### src/rtl/enigma_grouper_if.sv
// Symbol stream in, grouped ready/valid stream out, for enigma_grouper.
// The slave modport is the grouper side; master is the driver side.
interface enigma_grouper_if;
    logic [7:0]        symb_numb_i;
    logic              symb_val_i;
    logic signed [6:0] symbol_i;
    logic              grp_rdy_i;
    logic              grp_val_o;
    logic signed [6:0] grp_symb_o;
    logic              grp_last_o;
    logic              ovf_o;

    modport slave (
        input  symb_numb_i, symb_val_i, symbol_i, grp_rdy_i,
        output grp_val_o, grp_symb_o, grp_last_o, ovf_o
    );

    modport master (
        output symb_numb_i, symb_val_i, symbol_i, grp_rdy_i,
        input  grp_val_o, grp_symb_o, grp_last_o, ovf_o
    );
endinterface

### src/rtl/enigma_grouper.sv
// Enigma output grouper: FIFO plus FSM that re-emits symbols in groups split by SPACE_CODE.
// Define ENIGMA_GRP_PAD_EN to pad an incomplete final group with PAD_CODE.
module enigma_grouper #(
    parameter int                GROUP_LEN  = 5,
    parameter int                FIFO_DEPTH = 16,
    parameter logic signed [6:0] SPACE_CODE = 7'sd32,
    parameter logic signed [6:0] PAD_CODE   = 7'sd23
) (
    input logic              clk_i,
    input logic              rst_i,
    enigma_grouper_if.slave  bus
);
    localparam int         AW      = $clog2(FIFO_DEPTH);
    localparam logic [AW:0] DEPTH_C = (AW+1)'(FIFO_DEPTH);
    localparam logic [3:0] GL_C    = 4'(GROUP_LEN);

`ifdef ENIGMA_GRP_PAD_EN
    typedef enum logic [1:0] {IDLE, SYMB, SPACE, PAD} state_t;
`else
    typedef enum logic [1:0] {IDLE, SYMB, SPACE} state_t;
    wire unused_pad_code = ^PAD_CODE;
`endif

    logic [7:0]  mem_q [FIFO_DEPTH];
    logic [AW:0] wr_ptr_q, wr_ptr_d;
    logic [AW:0] rd_ptr_q, rd_ptr_d;
    logic [7:0]  in_cnt_q, in_cnt_d;
    logic [8:0]  len_q, len_d;
    logic        ovf_q, ovf_d;

    state_t            state_q, state_d;
    logic [3:0]        pos_q, pos_d;
    logic              val_q, val_d;
    logic signed [6:0] symb_q, symb_d;
    logic              last_q, last_d;
    logic              ent_last_q, ent_last_d;

    logic       full, empty, wr_en, wr_last, pop, load_req, xfer;
    logic [8:0] cur_len;
    logic [7:0] rd_data;
    logic [3:0] p1;

    assign full    = (wr_ptr_q - rd_ptr_q) == DEPTH_C;
    assign empty   = wr_ptr_q == rd_ptr_q;
    assign rd_data = mem_q[rd_ptr_q[AW-1:0]];
    assign xfer    = val_q & bus.grp_rdy_i;

    // Length is sampled on the first symbol; 0 encodes 256.
    always_comb begin
        cur_len = len_q;
        if (in_cnt_q == 8'd0) begin
            cur_len = (bus.symb_numb_i == 8'd0) ? 9'd256
                                                : {1'b0, bus.symb_numb_i};
        end
        wr_last  = {1'b0, in_cnt_q} == (cur_len - 9'd1);
        wr_en    = bus.symb_val_i & ~full;
        len_d    = len_q;
        in_cnt_d = in_cnt_q;
        ovf_d    = ovf_q;
        if (bus.symb_val_i) begin
            len_d    = cur_len;
            in_cnt_d = wr_last ? 8'd0 : in_cnt_q + 8'd1;
            if (full) ovf_d = 1'b1;
        end
        wr_ptr_d = wr_ptr_q + {{AW{1'b0}}, wr_en};
        rd_ptr_d = rd_ptr_q + {{AW{1'b0}}, pop};
    end

    always_comb begin
        state_d    = state_q;
        pos_d      = pos_q;
        val_d      = val_q;
        symb_d     = symb_q;
        last_d     = last_q;
        ent_last_d = ent_last_q;
        pop        = 1'b0;
        load_req   = 1'b0;
        p1         = pos_q + 4'd1;
        unique case (state_q)
            IDLE: load_req = 1'b1;
            SYMB: begin
                if (xfer) begin
                    if (ent_last_q) begin
`ifdef ENIGMA_GRP_PAD_EN
                        if (p1 != GL_C) begin
                            pos_d   = p1;
                            state_d = PAD;
                            symb_d  = PAD_CODE;
                            last_d  = (p1 + 4'd1) == GL_C;
                        end else begin
                            pos_d    = 4'd0;
                            load_req = 1'b1;
                        end
`else
                        pos_d    = 4'd0;
                        load_req = 1'b1;
`endif
                    end else if (p1 == GL_C) begin
                        pos_d   = p1;
                        state_d = SPACE;
                        symb_d  = SPACE_CODE;
                        last_d  = 1'b0;
                    end else begin
                        pos_d    = p1;
                        load_req = 1'b1;
                    end
                end
            end
            SPACE: begin
                if (xfer) begin
                    pos_d    = 4'd0;
                    load_req = 1'b1;
                end
            end
`ifdef ENIGMA_GRP_PAD_EN
            PAD: begin
                if (xfer) begin
                    if (p1 == GL_C) begin
                        pos_d    = 4'd0;
                        load_req = 1'b1;
                    end else begin
                        pos_d  = p1;
                        last_d = (p1 + 4'd1) == GL_C;
                    end
                end
            end
`endif
            default: state_d = IDLE;
        endcase
        // Refill the output register from the FIFO, using the updated group position.
        if (load_req) begin
            if (!empty) begin
                pop        = 1'b1;
                val_d      = 1'b1;
                state_d    = SYMB;
                symb_d     = $signed(rd_data[6:0]);
                ent_last_d = rd_data[7];
`ifdef ENIGMA_GRP_PAD_EN
                last_d     = rd_data[7] && ((pos_d + 4'd1) == GL_C);
`else
                last_d     = rd_data[7];
`endif
            end else begin
                val_d   = 1'b0;
                last_d  = 1'b0;
                state_d = IDLE;
            end
        end
    end

    always_ff @(posedge clk_i) begin
        if (wr_en) mem_q[wr_ptr_q[AW-1:0]] <= {wr_last, bus.symbol_i};
    end

    always_ff @(posedge clk_i) begin
        if (rst_i) begin
            wr_ptr_q   <= '0;
            rd_ptr_q   <= '0;
            in_cnt_q   <= '0;
            len_q      <= '0;
            ovf_q      <= 1'b0;
            state_q    <= IDLE;
            pos_q      <= '0;
            val_q      <= 1'b0;
            symb_q     <= '0;
            last_q     <= 1'b0;
            ent_last_q <= 1'b0;
        end else begin
            wr_ptr_q   <= wr_ptr_d;
            rd_ptr_q   <= rd_ptr_d;
            in_cnt_q   <= in_cnt_d;
            len_q      <= len_d;
            ovf_q      <= ovf_d;
            state_q    <= state_d;
            pos_q      <= pos_d;
            val_q      <= val_d;
            symb_q     <= symb_d;
            last_q     <= last_d;
            ent_last_q <= ent_last_d;
        end
    end

    assign bus.grp_val_o  = val_q;
    assign bus.grp_symb_o = symb_q;
    assign bus.grp_last_o = last_q;
    assign bus.ovf_o      = ovf_q;
endmodule
### src/flat_wrapper.sv
// flat-port wrapper written by rule: the top's interface ports become plain ports
module enigma_grouper_flat 
#(
    parameter int                GROUP_LEN  = 5,
    parameter int                FIFO_DEPTH = 16,
    parameter logic signed [6:0] SPACE_CODE = 7'sd32,
    parameter logic signed [6:0] PAD_CODE   = 7'sd23
)
  (clk_i, rst_i, bus_symb_numb_i, bus_symb_val_i, bus_symbol_i, bus_grp_rdy_i, bus_grp_val_o, bus_grp_symb_o, bus_grp_last_o, bus_ovf_o);
  enigma_grouper_if bus_i ();
  input logic clk_i;
  input logic rst_i;
  input wire logic [$bits(bus_i.symb_numb_i)-1:0] bus_symb_numb_i;
  input wire logic [$bits(bus_i.symb_val_i)-1:0] bus_symb_val_i;
  input wire logic [$bits(bus_i.symbol_i)-1:0] bus_symbol_i;
  input wire logic [$bits(bus_i.grp_rdy_i)-1:0] bus_grp_rdy_i;
  output wire logic [$bits(bus_i.grp_val_o)-1:0] bus_grp_val_o;
  output wire logic [$bits(bus_i.grp_symb_o)-1:0] bus_grp_symb_o;
  output wire logic [$bits(bus_i.grp_last_o)-1:0] bus_grp_last_o;
  output wire logic [$bits(bus_i.ovf_o)-1:0] bus_ovf_o;
  assign bus_i.symb_numb_i = bus_symb_numb_i;
  assign bus_i.symb_val_i = bus_symb_val_i;
  assign bus_i.symbol_i = bus_symbol_i;
  assign bus_i.grp_rdy_i = bus_grp_rdy_i;
  assign bus_grp_val_o = bus_i.grp_val_o;
  assign bus_grp_symb_o = bus_i.grp_symb_o;
  assign bus_grp_last_o = bus_i.grp_last_o;
  assign bus_ovf_o = bus_i.ovf_o;
  enigma_grouper #(.GROUP_LEN(GROUP_LEN), .FIFO_DEPTH(FIFO_DEPTH), .SPACE_CODE(SPACE_CODE), .PAD_CODE(PAD_CODE)) u_core (.clk_i(clk_i), .rst_i(rst_i), .bus(bus_i));
endmodule
### config.mk
export PLATFORM = sky130hd
export DESIGN_NAME = enigma_grouper_flat
export DESIGN_NICKNAME = d
export VERILOG_FILES = /design/src/rtl/enigma_grouper_if.sv /design/src/rtl/enigma_grouper.sv /design/src/flat_wrapper.sv
export SDC_FILE = /design/constraint.sdc
export NUM_CORES = 1
export LEC_CHECK = 0
export CELL_PAD_IN_SITES_DETAIL_PLACEMENT = 1
export CELL_PAD_IN_SITES_GLOBAL_PLACEMENT = 1
export CORE_MARGIN = 1
export CORE_UTILIZATION = 30
export DETAILED_ROUTE_END_ITERATION = 10
export GPL_TIMING_DRIVEN = 0
export PLACE_DENSITY_LB_ADDON = 0.2
export REMOVE_ABC_BUFFERS = 1
export SLEW_MARGIN = 20
export SYNTH_ARGS = -nofsm -noshare
export SYNTH_HDL_FRONTEND = slang
export SYNTH_SLANG_ARGS = --single-unit
### constraint.sdc
create_clock -name clk_i -period 4.8 [get_ports clk_i]
set_input_delay 0.96 -clock clk_i [delete_from_list [all_inputs] [get_ports clk_i]]
set_output_delay 0.96 -clock clk_i [all_outputs]
set_load 0.02 [all_outputs]
=== After elaboration in Yosys (flattened, before gate mapping) ===
Memory sizes are Yosys's and may differ from the RTL's. A register that Yosys moved wholly into a read port is not among the register bits.
Cells that the tools add are included.

* Flip-flop bits (word level): 44
* Output and inout bits: 10
* Memories: 1
* Word-level logic and storage cells: 83
* Memory bits (writable): 128

{| class="wikitable"
|+ Memory list
! name !! depth !! bits a word !! rd ports !! clocked after Yosys merged registers in !! wr ports !! RTL line !! RTL
|-
| u_core.mem_q || 16 || 8 || 1 || 1 || 1 || enigma_grouper.sv:24 || <nowiki>logic [7:0] mem_q [FIFO_DEPTH];</nowiki>
|}

* Bitwise logic cells: 4
* Muxes and demuxes: 35
* Equal/unequal tests: 13
* Reduce and logical (&&, ||, !) cells: 13
* Add/sub/neg operators: 6

{| class="wikitable"
|+ Operator list
! kind !! number
|-
| 7-bit 2-to-1 mux || 6
|-
| 9-bit 2-to-1 mux || 2
|-
| 8-bit zero test || 2
|-
| 4-bit 2-to-1 mux || 4
|-
| 1-bit 2-to-1 mux || 15
|-
| 5-bit by 1-bit adder with 5-bit output || 2
|-
| 8-bit by 9-bit == test with 1-bit output || 1
|-
| 9-bit by 1-bit subtractor with 9-bit output, second input constant || 1
|-
| 8-bit by 1-bit adder with 8-bit output, second input constant || 1
|-
| 2-bit 2-to-1 mux || 4
|-
| 8-bit 2-to-1 mux || 1
|-
| 4-bit case mux with 2 select lines || 1
|-
| 4-bit AND reduction || 2
|-
| 2-bit nonzero test || 4
|-
| 2-bit by 1-bit inequality test with 1-bit output, second input constant || 3
|-
| 3-bit by 1-bit inequality test with 1-bit output, second input constant || 2
|-
| 5-bit == test || 1
|-
| 5-bit == test, second input constant || 1
|-
| 5-bit subtractor || 1
|-
| 4-bit by 1-bit adder with 4-bit output, second input constant || 1
|-
| 4-bit by 3-bit == test with 1-bit output, second input constant || 1
|-
| 2-bit case mux with 2 select lines || 1
|-
| 2-bit AND reduction || 2
|-
| 3-bit inequality test, second input constant || 1
|-
| other kinds (9) || 11
|}

=== Longest topological paths before layout ===
* Depth after elaboration: 9
* Gate-level depth with buffers: 15

=== Worst setup path after synthesis ===
No wires, ideal clock.

* Path kind: register to register
* From: register u_core.in_cnt_q[0]
* To: memory u_core.mem_q[0][7], data pin
* Clock period less this slack: 3.754 ns
* Path buffers: 2
* Setup time: 0.327 ns
* Cell stages (with the launch flop): 15
* Slack: 1.046 ns
* Arrival: 3.427 ns
* Required time: 4.473 ns
* Cell sequence: dfxtp_1 > inv_1 > ha_1 > nor4b_2 > and2_1 > buf_6 > buf_12 > mux2i_1 > ha_1 > nor3b_1 > xnor2_1 > a22oi_1 > o311ai_0 > or3_4 > nor3_1

* Word-level cells in the longest chain between the ends: 4

{| class="wikitable"
|+ RTL lines
! element !! RTL line !! RTL
|-
| from (decl) || enigma_grouper.sv:27 || <nowiki>logic [7:0] in_cnt_q, in_cnt_d;</nowiki>
|-
| from (signal assigned) || enigma_grouper.sv:171 || <nowiki>in_cnt_q <= in_cnt_d;</nowiki>
|-
| 8-bit zero test || enigma_grouper.sv:51 || <nowiki>if (in_cnt_q == 8'd0) begin</nowiki>
|-
| 9-bit 2-to-1 mux || enigma_grouper.sv:51 ||
|-
| 9-bit by 1-bit subtractor with 9-bit output || enigma_grouper.sv:55 || <nowiki>wr_last = {1'b0, in_cnt_q} == (cur_len - 9'd1);</nowiki>
|-
| 8-bit by 9-bit == test with 1-bit output * || enigma_grouper.sv:55 ||
|-
| net u_core.wr_last || enigma_grouper.sv:38 || <nowiki>logic full, empty, wr_en, wr_last, pop, load_req, xfer;</nowiki>
|-
| to (decl) || enigma_grouper.sv:24 ||
|}

The timed path passes the listed nets; every way through them passes the cells marked *.

=== Worst setup path in the final report ===
* From: register u_core.in_cnt_q[0]
* To: register u_core.in_cnt_q[5]

* Word-level cells in the longest chain between the ends: 5
* Elaborated cells on any way between the ends: 6

{| class="wikitable"
|+ RTL lines
! element !! RTL line !! RTL
|-
| 8-bit zero test || enigma_grouper.sv:51 ||
|-
| 9-bit 2-to-1 mux || enigma_grouper.sv:51 ||
|-
| 9-bit by 1-bit subtractor with 9-bit output || enigma_grouper.sv:55 ||
|-
| 8-bit by 9-bit == test with 1-bit output || enigma_grouper.sv:55 ||
|-
| 8-bit 2-to-1 mux * || enigma_grouper.sv:62 || <nowiki>in_cnt_d = wr_last ? 8'd0 : in_cnt_q + 8'd1;</nowiki>
|}

Every way passes the cells marked *; elsewhere a longest branch is shown, timed or not.
A chain may end at the register's enable or synchronous reset.

==> reports/summary.txt <==
run status = completed
Final nets = 565
hpwl dp = 11240 um
number of inserted diodes = 0
final setup fails = 0
final count of hold timing violations = 0
core region area = 24390 um^2
routed wire length = 16240 um
CTS Buf Count = 17
max-cap viol count = 0
worst-case reg-to-reg path depth = 13
synthesized instance count = 498
number of buffer cells added on primary ports = 28
cell area power density = 461.1 nW/um^2
routed vias/inst = 4.838
sequential cell area fraction in the yosys report = 0.6311
total DRC errors in the routed layout = 0
DRT antenna net count = 0
switching share of total power = 0.3068
overall fraction of global-route tracks in use = 0.1365
class of the worst hold path = register to register
number of hold buffers added after CTS = 0
DIE AREA = 25590 um^2
Tcrit/Tclk final = 0.8843
Startpoint Class = register
number of vias after detailed routing = 4190
maximum ir drop on the vdd rail = 265.9 uV
Combinational Power Share = 0.208
worst endpoint data arrival time = 4.55 ns
pin slew with the least headroom to its limit = 0.8698 ns
total iterations of the first detailed-routing run = 5
count of boundary I/O pins = 29
internal cell power = 2.830 mW
slew margin rel. = 0.4180
wire length of the first global-routing pass = 26210 um
fraction of final layout cells with drive strength greater than 1 = 0.1863
number of synthesis warnings = 0
most common library cells after synthesis = sky130_fd_sc_hd__edfxtp_1 (128), sky130_fd_sc_hd__dfxtp_1 (44), sky130_fd_sc_hd__mux4_2 (40)
via count of the first global-routing pass = 4581
Layout Area Growth over Synthesis = 18.25%
Final Power = 4.082 mW
number of setup buffers added after CTS = 0
pins over their slew limit = 0
number of antenna violations at the first check in global routing = 0
number of levels in the clock H-tree = 4
post-CTS resize count = 0
number of synthesized flops with an enable pin = 128
final RePlAce weighted congestion = 0.7751
x dimension of the die = 160.0 um
cell depth of the worst min-delay path = 2
number of cell rows = 57
Mean Syn Cell Area = 15.03 um^2
cell with the most instances after synthesis = sky130_fd_sc_hd__edfxtp_1
number of buffers on the longest clock path = 2
proportion of power drawn by flip-flops and latches = 0.428
share of synthesized flip-flops with an asynchronous set or reset = 0
Critical Path Start = u_core.in_cnt_q[0]
Worst EP required = 5.11 ns
predominant post-synthesis flop cell = sky130_fd_sc_hd__edfxtp_1
top-area cell type share of the netlist area = 0.5135
synth unique cells = 51
critical register-to-register path startpoint = u_core.in_cnt_q[0]
clock latency at the later pin of the worst-skew pair = 0.45 ns
proportion of power drawn by the clock network = 0.364
CTS root buffer = sky130_fd_sc_hd__clkbuf_16
fraction of the core area covered by cells at the end of the flow = 0.3629
Sink Count = 172
startpoint-to-endpoint class of the critical path = register to register
grt total ovfl = 0
number of DRC markers in iteration 0 = 215
unrepaired setup endpoints after global routing = no
leakage power of the design = 2.908 nW
clock tree from TritonCTS = yes
maximum clock frequency = 235.6 MHz
maximum fanout along the worst path = 15
total net switching power = 1.252 mW
Die Y = 160.0 um
leading cell types by total area after synthesis = sky130_fd_sc_hd__edfxtp_1 (51%), sky130_fd_sc_hd__mux4_2 (12%), sky130_fd_sc_hd__dfxtp_1 (12%)
initial cell density of the core = 0.3069
Setup Skew = 0.01673 ns
post-synth top area cell = sky130_fd_sc_hd__edfxtp_1
clock slew at the register clock pins of the worst setup and hold paths = 0.08 ns
hold_sp = u_core.bus.grp_symb_o[3]
sort of element at the end of the critical path = register
Yosys reg bits = 172
routed wire length per instance = 18.75 um
filler cell count = 2510
clock period minus final worst setup slack = 4.245 ns
largest net degree at the start of global routing = 33
synthesized cell area = 7486 um^2
sequential cells by signal (all words and copies together), names as in the netlist:
name and flops:
u_core.bus.grp_last_o 1, u_core.bus.ovf_o 1, u_core.in_cnt_q 8, u_core.wr_ptr_q 5, u_core.pos_q 4, u_core.rd_ptr_q 5, u_core.len_q 9, u_core.state_q 2
u_core.bus.grp_symb_o 7, u_core.ent_last_q 1, u_core.bus.grp_val_o 1, u_core.mem_q 128
final timing paths:
| path | slack (ns) | end |
|---|---|---|
| max | 0.56 | u_core.in_cnt_q[5] |
| min | 0.49 | u_core.bus.grp_symb_o[3] |
| max reg2reg | 0.56 | u_core.in_cnt_q[5] |
| min reg2reg | 0.49 | u_core.bus.grp_symb_o[3] |
power groups by stage:
stage	Sequential, mW	Clock [mW]	Combinational, mW
after floorplan	1.83	0	0.481
after global placement	1.85	0	0.744
after detailed placement	1.78	0	0.868
after CTS	1.75	1.52	0.872
after global routing	1.76	1.58	0.930
final	1.75	1.49	0.851
cell usage in the layout (no fill, tap or decap), types with 4 or more instances in the layout:
master,count
sky130_fd_sc_hd__ha_1,17
sky130_fd_sc_hd__mux2i_1,13
sky130_fd_sc_hd__nor3b_1,4
sky130_fd_sc_hd__o21ai_0,4
sky130_fd_sc_hd__clkbuf_16,17
sky130_fd_sc_hd__nand3_1,15
sky130_fd_sc_hd__nor3_1,19
sky130_fd_sc_hd__a21oi_1,14
sky130_fd_sc_hd__nor3_2,4
sky130_fd_sc_hd__edfxtp_1,128
sky130_fd_sc_hd__dfxtp_1,42
sky130_fd_sc_hd__xnor2_1,14
sky130_fd_sc_hd__inv_1,17
sky130_fd_sc_hd__xor2_1,20
sky130_fd_sc_hd__nor2b_1,9
sky130_fd_sc_hd__buf_2,5
sky130_fd_sc_hd__inv_12,9
sky130_fd_sc_hd__nor2_1,36
sky130_fd_sc_hd__or3_1,4
sky130_fd_sc_hd__clkdlybuf4s50_1,27
sky130_fd_sc_hd__mux4_2,40
sky130_fd_sc_hd__nand2_1,21
per-layer routing:
layer	share of wire	vias to the layer above	wire length, um	GRT usage
met5	0	-	0	0
met1	0.46	2155	7530	0.1776
met4	0.012	0	188	0.04156
met3	0.032	14	518	0.03325
met2	0.49	53	8002	0.2245
li1	-	1968	-	-
cells by family (layout without fill, tap and decap cells):
family                     after synthesis  count (layout)  share of synthesized area
DFF                                    172             172                     0.6311
and+or+nand+nor                        136             136                    0.09443
muxes                                   54              54                     0.1407
buffers and inverters                   43              87                    0.02641
AOI/OAI and AO/OA                       42              42                    0.03911
xor gates and xnor gates                34              34                    0.03978
adders and majority gates               17              17                    0.02841
area by class of cell:
class / instances / area, um^2 / share of cell area
Sequential cell: 172 / 4730 / 0.5343
Multi-Input combinational cell: 283 / 2609 / 0.2947
Inverter: 19 / 71.32 / 0.008057
Clock inverter: 15 / 226.5 / 0.02558
Tap cell: 324 / 405.4 / 0.04580
Timing Repair Buffer: 36 / 385.4 / 0.04353
Clock buffer: 17 / 425.4 / 0.04806
stage by stage:
step	area, um^2	setup slack, ns	hold slack [ns]	TNS, ns	std cells
final	8852	0.5554	0.4883	0	866
after global routing	8852	0.2666	0.5087	0	866
after CTS	8852	0.4929	0.4914	0	866
after detailed placement	8200	0.5299	0.4804	0	834
after global placement	8045	-0.7072	0.4755	-38.26	826
after floorplan	7360	0.8096	0.4781	0	474
worst max-delay path, stage by stage (launching register included):
cell,delay (ns)
sky130_fd_sc_hd__dfxtp_1,0.37
sky130_fd_sc_hd__inv_1,0.13
sky130_fd_sc_hd__ha_1,0.16
sky130_fd_sc_hd__nor4b_2,0.30
sky130_fd_sc_hd__and2_1,0.65
sky130_fd_sc_hd__mux2i_4,0.37
sky130_fd_sc_hd__ha_1,0.31
sky130_fd_sc_hd__nor3b_1,0.26
sky130_fd_sc_hd__xnor2_1,0.13
sky130_fd_sc_hd__a22oi_1,0.19
sky130_fd_sc_hd__o311ai_0,0.17
sky130_fd_sc_hd__or3_4,0.46
sky130_fd_sc_hd__nor4b_4,0.50
sky130_fd_sc_hd__nor3_1,0.11
Power figures use the tool's default switching activity.
